`src/rtl/key_pkg.sv`:
```
// Shared timing defaults (50 MHz) and pressed-level helper
// for the front-panel key debouncer.
package key_pkg;

  localparam int unsigned SAMPLE_TIME_50M = 2000000;
  localparam int unsigned LONG_TIME_50M   = 50000000;
  localparam int unsigned REPEAT_TIME_50M = 10000000;

  function automatic logic pressed_level(
    input logic raw,
    input logic active_low
  );
    return active_low ? ~raw : raw;
  endfunction

endpackage

```
`src/rtl/key_debounce_ch.sv`:
```
// One key channel: synchroniser, debounce counter, hold counter
// and registered press/release/long/repeat strobes.
module key_debounce_ch
  import key_pkg::*;
#(
  parameter int unsigned SAMPLE_TIME = SAMPLE_TIME_50M,
  parameter int unsigned LONG_TIME   = LONG_TIME_50M,
  parameter int unsigned REPEAT_TIME = REPEAT_TIME_50M,
  parameter int unsigned REPEAT_EN   = 1,
  parameter int unsigned ACTIVE_LOW  = 1,
  parameter int unsigned CNT_W       = $clog2(LONG_TIME + 1)
) (
  input  logic clk,
  input  logic rst,
  input  logic key_in,
  output logic key_state,
  output logic press_pulse,
  output logic release_pulse,
  output logic long_pulse,
  output logic repeat_pulse
);

  localparam logic AL       = (ACTIVE_LOW != 0);
  localparam logic REP_ON   = (REPEAT_EN != 0);
  localparam logic IDLE_RAW = AL;

  localparam logic [CNT_W-1:0] S_LAST = CNT_W'(SAMPLE_TIME - 1);
  localparam logic [CNT_W-1:0] L_LAST = CNT_W'(LONG_TIME - 1);
  localparam logic [CNT_W-1:0] RELOAD = CNT_W'(LONG_TIME - REPEAT_TIME);

  logic             sync1_q, sync2_q;
  logic             p;
  logic             state_q, state_d;
  logic [CNT_W-1:0] dcnt_q, dcnt_d;
  logic [CNT_W-1:0] hcnt_q, hcnt_d;
  logic             long_done_q, long_done_d;
  logic             press_q, press_d;
  logic             rel_q, rel_d;
  logic             long_q, long_d;
  logic             rep_q, rep_d;

  always_comb begin
    p       = pressed_level(sync2_q, AL);
    state_d = state_q;
    dcnt_d  = '0;
    if (p != state_q) begin
      if (dcnt_q == S_LAST) begin
        state_d = p;
      end else begin
        dcnt_d = dcnt_q + 1'b1;
      end
    end

    press_d = state_d & ~state_q;
    rel_d   = state_q & ~state_d;

    // A release accepted this cycle suppresses any due long/repeat strobe.
    hcnt_d      = '0;
    long_done_d = 1'b0;
    long_d      = 1'b0;
    rep_d       = 1'b0;
    if (state_q && state_d) begin
      long_done_d = long_done_q;
      if (hcnt_q == L_LAST) begin
        hcnt_d      = RELOAD;
        long_done_d = 1'b1;
        long_d      = ~long_done_q;
        rep_d       = long_done_q & REP_ON;
      end else begin
        hcnt_d = hcnt_q + 1'b1;
      end
    end
  end

  always_ff @(posedge clk or posedge rst) begin
    if (rst) begin
      sync1_q     <= IDLE_RAW;
      sync2_q     <= IDLE_RAW;
      state_q     <= 1'b0;
      dcnt_q      <= '0;
      hcnt_q      <= '0;
      long_done_q <= 1'b0;
      press_q     <= 1'b0;
      rel_q       <= 1'b0;
      long_q      <= 1'b0;
      rep_q       <= 1'b0;
    end else begin
      sync1_q     <= key_in;
      sync2_q     <= sync1_q;
      state_q     <= state_d;
      dcnt_q      <= dcnt_d;
      hcnt_q      <= hcnt_d;
      long_done_q <= long_done_d;
      press_q     <= press_d;
      rel_q       <= rel_d;
      long_q      <= long_d;
      rep_q       <= rep_d;
    end
  end

  assign key_state     = state_q;
  assign press_pulse   = press_q;
  assign release_pulse = rel_q;
  assign long_pulse    = long_q;
  assign repeat_pulse  = rep_q;

endmodule

```
`src/rtl/key_debounce_bank.sv`:
```
// N-channel front-panel key debouncer: one independent
// key_debounce_ch per key pin.
module key_debounce_bank
  import key_pkg::*;
#(
  parameter int unsigned N_KEYS      = 8,
  parameter int unsigned SAMPLE_TIME = SAMPLE_TIME_50M,
  parameter int unsigned LONG_TIME   = LONG_TIME_50M,
  parameter int unsigned REPEAT_TIME = REPEAT_TIME_50M,
  parameter int unsigned REPEAT_EN   = 1,
  parameter int unsigned ACTIVE_LOW  = 1,
  parameter int unsigned CNT_W       = $clog2(LONG_TIME + 1)
) (
  input  logic              clk,
  input  logic              rst,
  input  logic [N_KEYS-1:0] key_in,
  output logic [N_KEYS-1:0] key_state,
  output logic [N_KEYS-1:0] press_pulse,
  output logic [N_KEYS-1:0] release_pulse,
  output logic [N_KEYS-1:0] long_pulse,
  output logic [N_KEYS-1:0] repeat_pulse
);

  for (genvar g = 0; g < N_KEYS; g++) begin : g_ch
    key_debounce_ch #(
      .SAMPLE_TIME (SAMPLE_TIME),
      .LONG_TIME   (LONG_TIME),
      .REPEAT_TIME (REPEAT_TIME),
      .REPEAT_EN   (REPEAT_EN),
      .ACTIVE_LOW  (ACTIVE_LOW),
      .CNT_W       (CNT_W)
    ) u_ch (
      .clk           (clk),
      .rst           (rst),
      .key_in        (key_in[g]),
      .key_state     (key_state[g]),
      .press_pulse   (press_pulse[g]),
      .release_pulse (release_pulse[g]),
      .long_pulse    (long_pulse[g]),
      .repeat_pulse  (repeat_pulse[g])
    );
  end

endmodule
```
`config.mk`:
```
export PLATFORM = sky130hd
export DESIGN_NAME = key_debounce_bank
export DESIGN_NICKNAME = d
export VERILOG_FILES = /design/src/rtl/key_pkg.sv /design/src/rtl/key_debounce_ch.sv /design/src/rtl/key_debounce_bank.sv
export SDC_FILE = /design/constraint.sdc
export NUM_CORES = 1
export LEC_CHECK = 0
export CORE_MARGIN = 2
export CORE_UTILIZATION = 30
export DETAILED_ROUTE_END_ITERATION = 8
export HOLD_SLACK_MARGIN = 0.08
export PLACE_DENSITY = 0.4
export SYNTH_ARGS = -nofsm -noshare
export SYNTH_HDL_FRONTEND = slang
export SYNTH_SLANG_ARGS = --single-unit
```
`constraint.sdc`:
```
create_clock -name clk -period 19.8 [get_ports clk]
set_clock_uncertainty 0.15 [all_clocks]
set_input_delay 1.98 -clock clk [delete_from_list [all_inputs] [get_ports clk]]
set_output_delay 1.98 -clock clk [all_outputs]
set_load 0.02 [all_outputs]
```
Yosys cells after proc, flatten, opt, wreduce, memory -nomap -nowiden

Index checks and enable logic that the tools add are counted.

Register bits: 480
Word-level logic and storage cells: 280

$add $sub $neg: 16
Eq/ne operators: 32
Muxes and demuxes: 96
Bitwise operators: 48
Reduce and logical (&&, ||, !) cells: 8

Operator list:

| cell                                                   | number |
|---|---|
| 2-to-1 mux 26 bit                                      | 32 |
| adder 26 x 1 -> 26 bit (second input constant)         | 16 |
| equality test 26 x 21 -> 1 bit (second input constant) | 8 |
| equality test 26 bit (second input constant)           | 8 |
| 2-to-1 mux 1 bit                                       | 64 |
| NOT 1 bit                                              | 32 |
| bitwise AND 1 bit                                      | 16 |
| inequality test 2 bit (second input constant)          | 8 |
| logical AND 1 bit                                      | 8 |
| inequality test 1 bit                                  | 8 |

Logic depth before layout (Yosys ltp)

Gate-level depths: netlist of the first run.

Depth in word-level cells: 5
Mapped depth: 8
Gate-level depth less buffers: 5

Cells and area by module

From an unflattened synthesis of the first run, not the netlist that was laid out.

Cell total of the unflattened synthesis: 2,287
Area, all modules: 23,374.9 µm²

Modules (own cells, without submodules):

| module                              | instances | cells each | area an instance (µm²) | sequential area each (µm²) |
|---|---|---|---|---|
| key_debounce_ch at g_ch[0].u_ch ... | 7         | 283        | 2,916.5                | 1,503.9 |
| key_debounce_ch at g_ch[3].u_ch     | 1         | 306        | 2,959.1                | 1,503.9 |

Worst setup path before layout of the first run

OpenSTA, ideal clock, no wires.

Path kind: flip-flop to output port
From: reg g_ch[1].u_ch.state_q
To: out key_state[1]
Arrival: 594 ps
Required time: 17,670 ps
Setup slack: 17,076 ps
Cell stages (with the launch flop): 2
Cell sequence: dfrtp_1 > buf_4

RTL lines:

| what                   | RTL line                | text |
|---|---|---|
| start, declared        | key_debounce_ch.sv:33   | `logic state_q, state_d;` |
| start signal, assigned | key_debounce_ch.sv:90   | `state_q <= state_d;` |
| end, declared          | key_debounce_bank.sv:17 | `output logic [N_KEYS-1:0] key_state,` |

No word-level cell between the ends.

==> results of run 1 <==
## synth_stat cells (all sizes together), types with 16 or more instances
cell type | instances | share of area [%]
o21ai | 108 | 2.2
nor3 | 119 | 2.5
a211oi | 59 | 1.8
and3 | 46 | 1.2
nor2 | 137 | 2.1
and4 | 54 | 1.9
nand2 | 148 | 2.3
buf | 61 | 1.7
nor3b | 17 | 0.52
or4 | 117 | 3.6
and2 | 25 | 0.64
or3 | 94 | 2.4
o31ai | 95 | 3.0
xnor2 | 78 | 2.8
nor4b | 27 | 0.97
nand4 | 147 | 4.0
nor4 | 48 | 1.4
ha | 24 | 1.2
dfrtp | 464 | 48
dfstp | 16 | 1.7
nand3 | 152 | 3.2
xor2 | 122 | 4.4
clkbuf | 91 | 1.4
a21oi | 152 | 3.1
inv | 58 | 0.89
## power breakdown
group          switching [uW]  leakage, uW  internal [uW]
clock                     432     0.000929            623
sequential               6.63      0.00663            988
combinational            33.9      0.00248           9.17
total                     473       0.0100           1620
## cell families after synthesis
| kind of cell | count (synthesis) |
|---|---|
| adders and majority gates | 24 |
| DFF | 480 |
| buffers and inverters | 210 |
| muxes | 5 |
| xor gates and xnor gates | 200 |
| AOI/OAI and AO/OA | 429 |
| and+or+nand+nor | 1154 |
## area by class of cell
| class | count | area, um^2 | share of cell area [%] |
|---|---|---|---|
| tap | 1060 | 1326 | 4.799 |
| timing repair buffer | 75 | 698.2 | 2.526 |
| clock inverter | 10 | 93.84 | 0.3396 |
| sequential | 480 | 12030 | 43.54 |
| clock buffer | 97 | 1788 | 6.470 |
| multi-input combinational | 1812 | 11470 | 41.51 |
| inverter | 58 | 225.2 | 0.8150 |
## metrics by stage
stage	worst slack (ns)	hold slack, ns	instances	power [uW]
after floorplan	4.304	0.1952	2502	1041
after CTS	15.19	0.2063	3592	2149
final	15.41	0.2051	3592	2093
after detailed placement	14.52	0.1972	3485	1059
after global placement	14.60	0.1953	3485	1058
after global routing	14.89	0.2080	3592	2190
## layer usage
layer	GRT usage, %	up-vias	part of all wire [%]
met5	0	-	0
met4	4.240	0	2.4
met3	2.087	81	3.0
met1	18.74	9374	48
li1	-	9309	-
met2	22.40	175	46
## worst paths after layout
kind                                              start  slack, ns                    endpoint  depth (start not counted)
worst min register to register     g_ch[5].u_ch.sync1_q       0.21        g_ch[5].u_ch.sync2_q                          0
worst max-delay path                                rst      15.41      g_ch[6].u_ch.dcnt_q[1]                          4
min in group asynchronous                           rst       1.77  g_ch[4].u_ch.release_pulse                          2
max in group clk                 g_ch[1].u_ch.key_state      15.88                key_state[1]                          1
worst max register to register  g_ch[6].u_ch.dcnt_q[10]      16.99     g_ch[6].u_ch.dcnt_q[24]                          5
worst min-delay path               g_ch[5].u_ch.sync1_q       0.21        g_ch[5].u_ch.sync2_q                          0
==> results.toml, run 1 <==
[run_status]
status = "complete, no violations"

[yosys]
synth_top_family_by_area = "simple AND/OR/NAND/NOR gates"
synthArstFlopShare_pct = 100.0
synth.distinct_cells = 53
synth.avg_cell_area_um2 = 9.759
ys_ff_latch = 480
synth_simple_gate_area_share_pct = 27.40
synth_warnings = 0
netlist_area_mm2 = 0.02442
ys_seq_area_share_pct = 49.28
synthFlopType = "dfrtp_1"
synth.area.mux_share_pct = 0.2050
synth_fa_ha_area_share_pct = 1.230
synth_edf_count = 0
synth-compound-area-share_pct = 10.77
synthCells = 2502
synth_xor_xnor_area_share_pct = 7.174
synth_nets = 2536

[timing]
hold_violations = 0
period_needed_ns = 4.390
max_freq_mhz = 227.8
tightest_slew_ns = 1.108
max_slew_margin_pct = 26.11
finalCritPeriodShare_pct = 22.17
setup-violations-final = 0
tns_ns = 0
rsz0062_at_grt = "no"
drv_slew = 0

[clocking]
cts_sinks = 480
cts_tree = "done"
cts.clk_slew.worst_paths_ns = 0.06
htree_levels = 2
cts_buffers = 58
post_cts_buffers = 0
clk-insertion-delay-late_ns = 0.62
ctsHoldBuffers = 0
cts_resized = 0
clockBufferDepth = 3
cts_root_buf = "clkbuf_16"

[global_routing]
grt_max_degree = 168
grt_pass1_vias = 18820
gr-total-overflow = 0
grt_antenna_before_repair = 0
grt_util_all_layers_pct = 13.74
grt_pass1_wl_um = 97080

[place]
dp_hpwl_um = 35470
gp_congestion = 0.7458
io_buffers = 49
dpl_cell_area_mm2 = 0.02575

[worst_setup_path]
cp_max_fo = 108
path_cells = "clkdlybuf4s50_1 -> inv_8 -> buf_4 -> buf_4"
worstPathArrival_ns = 4.83
critPathBufInv = 4
start_kind = "input pin"
endpoint_kind = "asynchronous set/reset pin"
path_class = "input pin to asynchronous set/reset pin"
worst_path_max_delay_cell = "buf_4"
cp_top_family = "buffers and inverters"
cpMostUsedCell = "buf_4"
critical_path_required_ns = 20.24
cp_slowest_stage_delay_ns = 0.86

[layout]
final_nets = 2519
final_cell_area_mm2 = 0.02763
final_common_cell = "dfrtp_1"
n_fill_cell = 8117
finish.utilization_pct = 34.31
drive_above_1_share_pct = 7.109
syn2layout_area_growth_pct = 13.18
top_regs = "g_ch.u_ch.dcnt_q (208), g_ch.u_ch.hcnt_q (208)"
diodes = 0
layout_common_cells = "dfrtp_1, a21oi_1, nand3_1"

[floorplan]
fp.coreArea_mm2 = 0.08055
initial_core_util_pct = 30.31
io_pins = 50
rows = 104
die_y_um = 289.3
die_width_um = 289.3
dieArea_mm2 = 0.08368

[routing]
vias = 18940
ant_nets = 0
avgRoutedWirePerCell_um = 15.74
first_iter_violations = 1068
wl_um = 56550
first_pass_iters = 5
route.detailed.drc = 0
vias_per_cell = 5.273

[pwr]
powerDensity_mw_per_mm2 = 75.74
ir_drop_uv = 67.76
leakage_uw = 0.01004

[worst_hold_path]
hp-class = "flip-flop to flip-flop"

[job]
drv_cap = 0
Note: power is estimated with default switching activity, not from simulation.
==> run 2: changes to the inputs <==
Settings changed: PLACE_DENSITY 0.4 to 0.42.
Clock period 19.8 ns to 3.6 ns, I/O delays scaled along.
==> run 2 against run 1 <==
Total power rose to 5.6 times the previous value; utilization up 0.36 points; hold slack hardly changed; sequential power grew to 5.5 times the previous value; die area unchanged; register-to-register slack lost 16 ns; largest cell class unchanged.
==> results.toml, run 2 (synthesis results as in run 1) <==
[run_status]
status = "complete, no violations"

[routing]
first_iter_violations = 1134
route.detailed.drc = 0
vias = 19180
vias_per_cell = 5.305
first_pass_iters = 5
ant_nets = 0
wl_um = 55660
avgRoutedWirePerCell_um = 15.40

[pwr]
ir_drop_uv = 374.3
seqPwrFrac_pct = 47.0
clkPwrFrac_pct = 50.7
p_switching_uw = 2575
leakage_uw = 0.01017
combPwrFrac_pct = 2.2
powerDensity_mw_per_mm2 = 416.6
power_uw = 11630
switching_share_pct = 22.14
p_int_uw = 9056

[worst_setup_path]
r2r_setup_slack_ns = 1.0
startpoint = "g_ch[3].u_ch.hcnt_q[2]"
endpoint_kind = "flip-flop"
critical_path_required_ns = 3.92
r2r_end = "g_ch[3].u_ch.hcnt_q[2]"
r2r_cells = 5
worstPathArrival_ns = 2.92
path_class = "flip-flop to flip-flop"
cp-endpoint = "g_ch[3].u_ch.hcnt_q[2]"
start_kind = "flip-flop"
r2r_start = "g_ch[3].u_ch.hcnt_q[2]"
cp_max_fo = 14

[global_routing]
grt_antenna_before_repair = 0
grt_pass1_wl_um = 96010
grt_util_all_layers_pct = 13.48
grt_max_degree = 117
grt_pass1_vias = 18820
gr-total-overflow = 0

[timing]
finalCritPeriodShare_pct = 72.24
rsz0062_at_grt = "no"
drv_slew = 0
tightest_slew_ns = 0.7582
hold_violations = 0
setup-violations-final = 0
period_needed_ns = 2.601
max_slew_margin_pct = 49.17
max_freq_mhz = 384.5
tns_ns = 0

[layout]
top_regs = "g_ch.u_ch.dcnt_q (208), g_ch.u_ch.hcnt_q (208)"
layout_common_cells = "dfrtp_1, a21oi_1, nand3_1"
drive_above_1_share_pct = 7.632
final_common_cell = "dfrtp_1"
syn2layout_area_growth_pct = 14.35
instances_no_fill = 3615
diodes = 0
finish.utilization_pct = 34.66
n_fill_cell = 8136
final_nets = 2543

[clocking]
cts_resized = 0
clk-insertion-delay-late_ns = 0.61
clockBufferDepth = 3
post_cts_buffers = 0
cts_tree = "done"
cts_root_buf = "clkbuf_16"
cts_buffers = 59
cts.clk_slew.worst_paths_ns = 0.05
cts_sinks = 480
htree_levels = 2

[worst_hold_path]
hp-class = "flip-flop to flip-flop"

[place]
place_inst = 3499
gp_congestion = 0.7637
io_buffers = 49
dp_hpwl_um = 36220

[floorplan]
die_y_um = 289.3
fp.coreArea_mm2 = 0.08055
die_width_um = 289.3
rows = 104
dieArea_mm2 = 0.08368
initial_core_util_pct = 30.31
io_pins = 50

[job]
drv_cap = 0
-- run 2: through the flow --
stage,hold slack [ns],worst slack [ns],area (um^2)
floorplan,0.1952,-3.402,24420
global placement,0.1957,1.029,25900
detailed placement,0.1968,0.9949,25900
CTS,0.2050,1.014,27920
global route,0.2098,0.7633,27920
finish,0.2052,0.9993,27920
-- run 2: how the worst min path moves through the flow --
stage,start,to,slack [ns],depth (start not counted)
finish,g_ch[2].u_ch.sync1_q,g_ch[2].u_ch.sync2_q,0.21,0
global placement,g_ch[5].u_ch.sync1_q,g_ch[5].u_ch.sync2_q,0.20,0
detailed placement,g_ch[2].u_ch.sync1_q,g_ch[2].u_ch.sync2_q,0.20,0
floorplan,g_ch[0].u_ch.sync1_q,g_ch[0].u_ch.sync2_q,0.20,0
global route,g_ch[4].u_ch.sync1_q,g_ch[4].u_ch.sync2_q,0.21,0
CTS,g_ch[2].u_ch.sync1_q,g_ch[2].u_ch.sync2_q,0.20,0
-- run 2: power groups by stage --
stage	clock network, uW	logic, uW	registers [uW]
final	5900	259	5470
after global routing	6390	302	5470
after CTS	6180	276	5470
after global placement	0	265	5560
after floorplan	0	164	5560
after detailed placement	0	267	5570
-- run 2: critical path, stage by stage (launching register included) --
cell and delay (ns):
dfrtp_1 0.41, and4_1 0.42, nand3_1 0.43, nor4_2 0.67, buf_4 0.31, nor3_1 0.07
-- run 2: layer usage --
layer	global-route usage (%)	up-vias	wire [um]
met5	0	-	0
met3	2.071	69	1709
met1	19.00	9519	27690
li1	-	9377	-
met2	21.46	212	25130
met4	3.673	0	1127
-- run 2: area by class of cell --
type | count | area [um^2] | area share [%]
clock buffers | 92 | 1763 | 6.314
inverters | 58 | 221.5 | 0.7932
multi-input cells | 1812 | 11470 | 41.08
repair buffers | 98 | 943.4 | 3.379
clock inverters | 15 | 163.9 | 0.5870
well taps | 1060 | 1326 | 4.750
flip-flops and latches | 480 | 12030 | 43.09
-- run 2: timing repair --
item                                    in CTS  in global routing
hold buffers                                 9                  0
endpoints found under the hold margin       19                  0
endpoints found under the setup margin       0                  0
